## config.mk

```make
export PLATFORM = sky130hd
export DESIGN_NAME = fwd_hazard_unit
export DESIGN_NICKNAME = d
export VERILOG_FILES = /design/src/rtl/fwd_hazard_unit.sv
export SDC_FILE = /design/constraint.sdc
export NUM_CORES = 1
export LEC_CHECK = 0
export CAP_MARGIN = 40
export CORE_AREA = 2 2 96 98
export CTS_CLUSTER_SIZE = 30
export DETAILED_ROUTE_END_ITERATION = 12
export DIE_AREA = 0 0 98 100
export DONT_BUFFER_PORTS = 1
export HOLD_SLACK_MARGIN = 0.02
export RECOVER_POWER = 100
export SETUP_SLACK_MARGIN = 0.05
export SYNTH_ARGS = -nofsm -noshare
export SYNTH_HDL_FRONTEND = slang
export SYNTH_SLANG_ARGS = --single-unit
export TNS_END_PERCENT = 5
```

## constraint.sdc

```tcl
create_clock -name i_clk -period 2 [get_ports i_clk]
set_clock_uncertainty 0.1 [all_clocks]
set_input_delay 0.2 -clock i_clk [delete_from_list [all_inputs] [get_ports i_clk]]
set_output_delay 0.2 -clock i_clk [all_outputs]
set_load 0.02 [all_outputs]
```

## src/rtl/fwd_hazard_unit.sv

```systemverilog
// +--------------------------------------------------------------------------+
// | fwd_hazard_unit : EX/MEM/WB write tracking, operand forwarding and        |
// |                   load-use stall. Optional stats counters: FWD_STATS_EN.  |
// | Revision 1.0                                                              |
// +--------------------------------------------------------------------------+
`default_nettype none

module fwd_hazard_unit #(
   parameter int NBITS   = 32,
   parameter int REGBITS = 5,
   parameter int NPORTS  = 2,
   parameter int SELBITS = 2
) (
   input  logic                       i_clk,
   input  logic                       i_rst_n,
   input  logic                       i_id_valid,
   input  logic [REGBITS-1:0]         i_id_rd,
   input  logic                       i_id_wr,
   input  logic                       i_id_load,
   input  logic [NPORTS*REGBITS-1:0]  i_id_rs,
   input  logic [NPORTS*NBITS-1:0]    i_regbnk,
   input  logic [NBITS-1:0]           i_alu_data,
   input  logic [NBITS-1:0]           i_mem_data,
   input  logic [NBITS-1:0]           i_wb_data,
   input  logic                       i_flush,
   output logic [NPORTS*SELBITS-1:0]  o_sel,
   output logic [NPORTS*NBITS-1:0]    o_fwd_data,
`ifdef FWD_STATS_EN
   output logic [31:0]                o_stall_cnt,
   output logic [31:0]                o_fwd_cnt,
`endif
   output logic                       o_stall
);

   localparam logic [SELBITS-1:0] c_SEL_REGBNK = 2'b00;
   localparam logic [SELBITS-1:0] c_SEL_EX     = 2'b01;
   localparam logic [SELBITS-1:0] c_SEL_MEM    = 2'b10;
   localparam logic [SELBITS-1:0] c_SEL_WB     = 2'b11;

   logic               ex_vld_q,  mem_vld_q, wb_vld_q;
   logic [REGBITS-1:0] ex_rd_q,   mem_rd_q,  wb_rd_q;
   logic               ex_ld_q,   mem_ld_q;
   logic               ex_vld_d;
   logic [NPORTS-1:0]  w_lu;

   // A port whose producer is a load still in EX must wait; it reads the bank meanwhile.
   for (genvar p = 0; p < NPORTS; p++) begin : g_port
      logic [REGBITS-1:0] rs;
      logic               nz;
      logic               hit_ex;
      logic               hit_mem;
      logic               hit_wb;
      logic [SELBITS-1:0] sel;
      logic [NBITS-1:0]   data;

      assign rs      = i_id_rs[p*REGBITS +: REGBITS];
      assign nz      = |rs;
      assign hit_ex  = nz & ex_vld_q  & (ex_rd_q  == rs);
      assign hit_mem = nz & mem_vld_q & (mem_rd_q == rs);
      assign hit_wb  = nz & wb_vld_q  & (wb_rd_q  == rs);
      assign w_lu[p] = hit_ex & ex_ld_q;

      always_comb begin
         sel = c_SEL_REGBNK;
         if (hit_ex)
            sel = ex_ld_q ? c_SEL_REGBNK : c_SEL_EX;
         else if (hit_mem)
            sel = c_SEL_MEM;
         else if (hit_wb)
            sel = c_SEL_WB;
      end

      always_comb begin
         case (sel)
            c_SEL_REGBNK: data = i_regbnk[p*NBITS +: NBITS];
            c_SEL_EX:     data = i_alu_data;
            c_SEL_MEM:    data = i_mem_data;
            default:      data = i_wb_data;
         endcase
      end

      assign o_sel[p*SELBITS +: SELBITS]  = sel;
      assign o_fwd_data[p*NBITS +: NBITS] = data;
   end

   // A taken branch kills the decode slot, so it never needs to be held.
   assign o_stall  = i_id_valid & ~i_flush & (|w_lu);
   assign ex_vld_d = i_id_valid & i_id_wr & ~o_stall & ~i_flush;

   always_ff @(posedge i_clk or negedge i_rst_n) begin
      if (!i_rst_n) begin
         ex_vld_q  <= 1'b0;
         ex_rd_q   <= '0;
         ex_ld_q   <= 1'b0;
         mem_vld_q <= 1'b0;
         mem_rd_q  <= '0;
         mem_ld_q  <= 1'b0;
         wb_vld_q  <= 1'b0;
         wb_rd_q   <= '0;
      end else begin
         ex_vld_q  <= ex_vld_d;
         ex_rd_q   <= i_id_rd;
         ex_ld_q   <= i_id_load & ex_vld_d;
         mem_vld_q <= ex_vld_q;
         mem_rd_q  <= ex_rd_q;
         mem_ld_q  <= ex_ld_q;
         wb_vld_q  <= mem_vld_q;
         wb_rd_q   <= mem_rd_q;
      end
   end

`ifdef FWD_STATS_EN
   logic        w_any_fwd;
   logic [31:0] stall_cnt_q, stall_cnt_d;
   logic [31:0] fwd_cnt_q,   fwd_cnt_d;

   assign w_any_fwd   = |o_sel;
   assign stall_cnt_d = stall_cnt_q + {31'd0, o_stall};
   assign fwd_cnt_d   = fwd_cnt_q + {31'd0, w_any_fwd};

   always_ff @(posedge i_clk or negedge i_rst_n) begin
      if (!i_rst_n) begin
         stall_cnt_q <= '0;
         fwd_cnt_q   <= '0;
      end else begin
         stall_cnt_q <= stall_cnt_d;
         fwd_cnt_q   <= fwd_cnt_d;
      end
   end

   assign o_stall_cnt = stall_cnt_q;
   assign o_fwd_cnt   = fwd_cnt_q;
`else
   logic w_unused;
   assign w_unused = mem_ld_q;
`endif

endmodule

`default_nettype wire

```

# Word level (Yosys, flattened, before mapping)
# Index checks and enable logic that the tools add are counted.
[word_totals]
register_bits = 19
latch_bits = 0
ram_bits = 0
romBits = 0
output_inout_bits = 69
word_cells = 53
mem_count = 0
[op_classes]
addsub = 0
mul = 0
n_div = 0
magnitude_cmp = 0
eq_ne = 10
n_shift = 0
mux = 9
n_bitwise = 22
n_reduce_logical = 5
[ops]
columns = ["cell", "count"]
rows = [
  ["case mux 32 bit (3 select lines)", 2],
  ["== test 5 bit", 6],
  ["bitwise AND 1 bit", 20],
  ["two-way mux 2 bit", 6],
  ["OR reduction 5 bit", 2],
  ["== test 2 x 1 -> 1 bit (second input constant)", 2],
  ["== test 2 bit (second input constant)", 2],
  ["logical NOT 2 bit", 2],
  ["inverter 1 bit", 2],
  ["OR reduction 2 bit", 1],
  ["two-way mux 1 bit", 1],
]

# Depth between registers and ports, before layout
# Gate-level depths: netlist of the first run.
[depth]
depth_word = 10
mapped_depth = 9

# Worst setup path before layout of the first run
# No wires, ideal clock.
[synth_path]
path_type = "reg2out"
startpoint = "register mem_rd_q[0]"
endpoint = "output o_fwd_data[0]"
t_arrival_ps = 1985
required_time_ps = 1700
path_slack_ps = -285
path_stages_with_launch = 8
path_cell_list = "dfrtp_1 -> xnor2_1 -> nand2_1 -> or4b_1 -> clkbuf_1 -> buf_2 -> o221a_2 -> o2bb2ai_1"
[synth_via]
elab_chain_len = 6
word_cells_on_any_way = 8
classes_between = "eq/ne (3); mux (3); bitwise (1); reduce/logical (1)"
[synth_lines]
columns = ["element", "line_no", "rtl"]
rows = [
  ["from (decl)", "41", "logic [REGBITS-1:0] ex_rd_q, mem_rd_q, wb_rd_q;"],
  ["from (signal assigned)", "105", "mem_rd_q <= ex_rd_q;"],
  ["== test 5 bit *", "59", "assign hit_mem = nz & mem_vld_q & (mem_rd_q == rs);"],
  ["bitwise AND 1 bit *", "59", ""],
  ["two-way mux 2 bit *", "67", "else if (hit_mem)"],
  ["two-way mux 2 bit *", "65", "if (hit_ex)"],
  ["== test 2 bit, or another cell as far along", "74", "case (sel)"],
  ["case mux 32 bit (3 select lines) *", "74", ""],
  ["to (decl)", "27", "output logic [NPORTS*NBITS-1:0] o_fwd_data,"],
]
# Mark *: on every way between the ends. The rest lies on a longest branch, timed or not.

# Worst setup path in the final report of the first run
[layout_path]
startpoint = "register mem_rd_q[1]"
endpoint = "output o_fwd_data[34]"
# The elaborated chain is that of the path after synthesis.

==> run metrics, run 1 <==
sequential fraction of the synthesis area about 14%; Ports 250; root buf cell clkbuf_8; GR Overflow Total 0; Die H approximately 100 um; Fmax around 390 MHz; GP Congestion ~0.89; Total Wirelength approximately 16 mm; largest net degree at the start of global routing 43; leading cell type in the layout, fill and taps excluded nand2_1; initial core utilization roughly two fifths; chip width 98 um; most frequent cells in the layout nand2_1, buf_4, o2bb2ai_1, a22o_4, o221ai_1; number of global-route vias before repair around 4.2k; slew margin rel. between 30% and 40%; clock sinks 19; Critical Path Source Type flop; Die Footprint a little under 10000 um2; CP delay by family, top simple AND/OR/NAND/NOR gates; leading area contributor after synthesis dfrtp_1; P_leak 1.77 nW; worst path cell trace xnor2_2, nand2_4, or4_4, a31o_4, buf_8, o2bb2ai_1, buf_4; library cells used by synthesis 43; Layout Utilization 54.4%; Layout area overhead 42.2%; Comb power frac approximately 50%; Critical Path AT around 2.3 ns; initial antenna violation count 0; outcome finished with violations; RSZ-0062 raised after global routing true; Final period util 129%; Tot Pwr between 1 and 1.5 mW; Global Route Usage Sum between 20% and 30%; cell area power density between 200 and 300 nW/um2; core area slightly below 9000 um2; Yosys warnings 0; slowest CP cell or4_4; failing checks negative setup slack; hold crit path type input pin to async pin; sequential power share 29.8%; layout cell share with drive strength beyond 1 between 30 and 40%; Synth Instances between 400 and 500; Site Rows 35; critical path endpoint category output pin; Ant. Diodes 0; Fin. Hold Viols 0; Worst Path Max Fanout 11; setup slack after layout -0.586 ns; Seq cells post-synth 19; CTS tree yes; Worst EP required roughly 1.7 ns; min cycle time layout ~2.6 ns; sum of buffers and inverters on the critical path 2; Worst-Margin Slew 0.995 ns; Sw Share between 30% and 40%; first-pass GRT wire length 23.1 mm; Remaining DRCs 0; Internal Power approximately 880 uW; syn_area_per_cell 7.32 um2; Final HPWL DP 10.9 mm; CTS Buf Count 3; DR vias 4340; Avg Vias per Cell 7.00; htree depth 1; Mapped Area about 3400 um2; worst-case vdd ir drop roughly 0.26 mV; wire per inst 25.9 um; antenna viol nets, final 0; power share of the clock group between 20 and 25%; CP peak stage delay between 0.5 and 0.6 ns; hold slack 0.0408 ns; Syn Nets 646; max cap viols 0; worst-skew pair later-pin latency about 0.27 ns; Synth area leaders dfrtp_1, nand2_1, o2bb2ai_1; Fillers between 800 and 900; final setup vio count 71; maximum buffer depth of the clock tree 2; CTS clk-pin slew, worst paths approximately 0.08 ns; top-area cell type share of the netlist area approximately 14%; final net count roughly 700; Setup Crit Path Kind flop to output pin; Switching Power 556 uW; initial drt markers about 240; final slew viol count 0; Pre-antenna DRT Iters 5; I/O Buffers 0
## flip-flops by register name (all words and copies together), names as in the netlist
| signal | cells |
|---|---|
| wb_rd_q | 5 |
| ex_vld_q | 1 |
| wb_vld_q | 1 |
| mem_vld_q | 1 |
| ex_ld_q | 1 |
| mem_rd_q | 5 |
| ex_rd_q | 5 |
## cells in the mapped netlist, drive strengths merged
library cell / count
o221ai: 23
nor3b: 2
and4: 1
o211a: 2
a311oi: 19
nand3: 3
dfrtp: 19
clkinv: 1
a21o: 19
a311o: 1
xnor2: 24
and2: 16
inv: 8
and3: 1
clkbuf: 27
a221oi: 8
nor2: 20
nand3b: 1
a221o: 4
buf: 28
or4b: 1
nor4: 22
o221a: 9
a21oi: 20
o311ai: 1
a31o: 2
o311a: 1
or4: 4
a22o: 28
nor2b: 10
nand2: 87
nand4: 2
xor2: 6
nor3: 5
o2bb2ai: 36
or3: 2
o21ai: 2
## per-stage QoR
step | area (um2) | setup slack [ns] | setup TNS [ns] | cells
final | 4840 | -0.586 | -37.15 | 620
after CTS | 4550 | -0.579 | -36.87 | 612
after detailed placement | 4170 | -0.335 | -19.22 | 596
after floorplan | 3660 | -0.130 | -7.18 | 465
after global routing | 4840 | -0.651 | -41.78 | 620
after global placement | 4160 | -0.356 | -16.86 | 595
## layout make-up
type | count | area (um2) | area share, %
clock inverters | 1 | 7.51 | 0.155
repair buffers | 90 | 830 | 17.1
flip-flops and latches | 19 | 478 | 9.88
inverters | 9 | 33.8 | 0.698
well taps | 111 | 139 | 2.87
clock buffers | 3 | 41.3 | 0.854
multi-input cells | 387 | 3310 | 68.4
## per-layer routing
metal,global-route usage (%),part of all wire (%),vias up
met5,0,0,-
met2,51.7,50,304
met4,8.97,2.5,0
li1,-,-,1908
met3,6.06,9.4,35
met1,36.3,38,2093
## logic make-up after synthesis
kind of cell	Yosys count	share of synthesized area, %
simple gates	177	25.3
flops	19	14.0
compound gates	175	43.4
buf+inv	64	9.53
xor+xnor	30	7.72
## final timing paths
| kind | from | end | slack (ns) | cells after the start |
|---|---|---|---|---|
| worst min-delay path | i_rst_n | ex_rd_q[0]$_DFF_PN0_ | 0.04 | 1 |
| min in group i_clk | i_flush | ex_vld_q$_DFF_PN0_ | 0.06 | 2 |
| worst min register to register | ex_rd_q[4]$_DFF_PN0_ | mem_rd_q[4]$_DFF_PN0_ | 0.34 | 0 |
| worst max-delay path | mem_rd_q[1]$_DFF_PN0_ | o_fwd_data[34] | -0.59 | 7 |
| worst max register to register | ex_rd_q[0]$_DFF_PN0_ | ex_ld_q$_DFF_PN0_ | -0.02 | 8 |
| max in group asynchronous | i_rst_n | wb_vld_q$_DFF_PN0_ | 0.58 | 2 |
## power by group through the flow
| stage | sequential, mW | clock [mW] | combinational [mW] |
|---|---|---|---|
| final | 0.427 | 0.289 | 0.716 |
| after global routing | 0.430 | 0.310 | 0.752 |
| after CTS | 0.425 | 0.293 | 0.642 |
| after detailed placement | 0.432 | 0 | 0.584 |
| after global placement | 0.431 | 0 | 0.576 |
| after floorplan | 0.425 | 0 | 0.437 |
## timing repair
| action | 4_1_cts | 5_1_grt |
|---|---|---|
| setup endpoints to repair | 71 | 71 |
| endpoints found under the hold margin | 26 | 0 |
| setup buffers | 1 | 5 |
| gates resized for setup | 45 | 42 |
| hold buffers | 8 | 0 |
| pin swaps | 27 | 22 |
| cloned | 3 | 2 |
Note: power is estimated with default switching activity, not from simulation.
==> run 2: changes to the inputs <==
- ABC_CLOCK_PERIOD_IN_PS: not set -> 2000
- CTS_CLUSTER_DIAMETER: not set -> 100
==> results of run 2 <==
Same layout as run 1: the final DEF is identical, and so are final timing and power.
==> run 3: changes to the inputs <==
- ABC_CLOCK_PERIOD_IN_PS: 2000 -> not set
==> results of run 3 <==
Same layout as run 1: the final DEF is identical, and so are final timing and power.
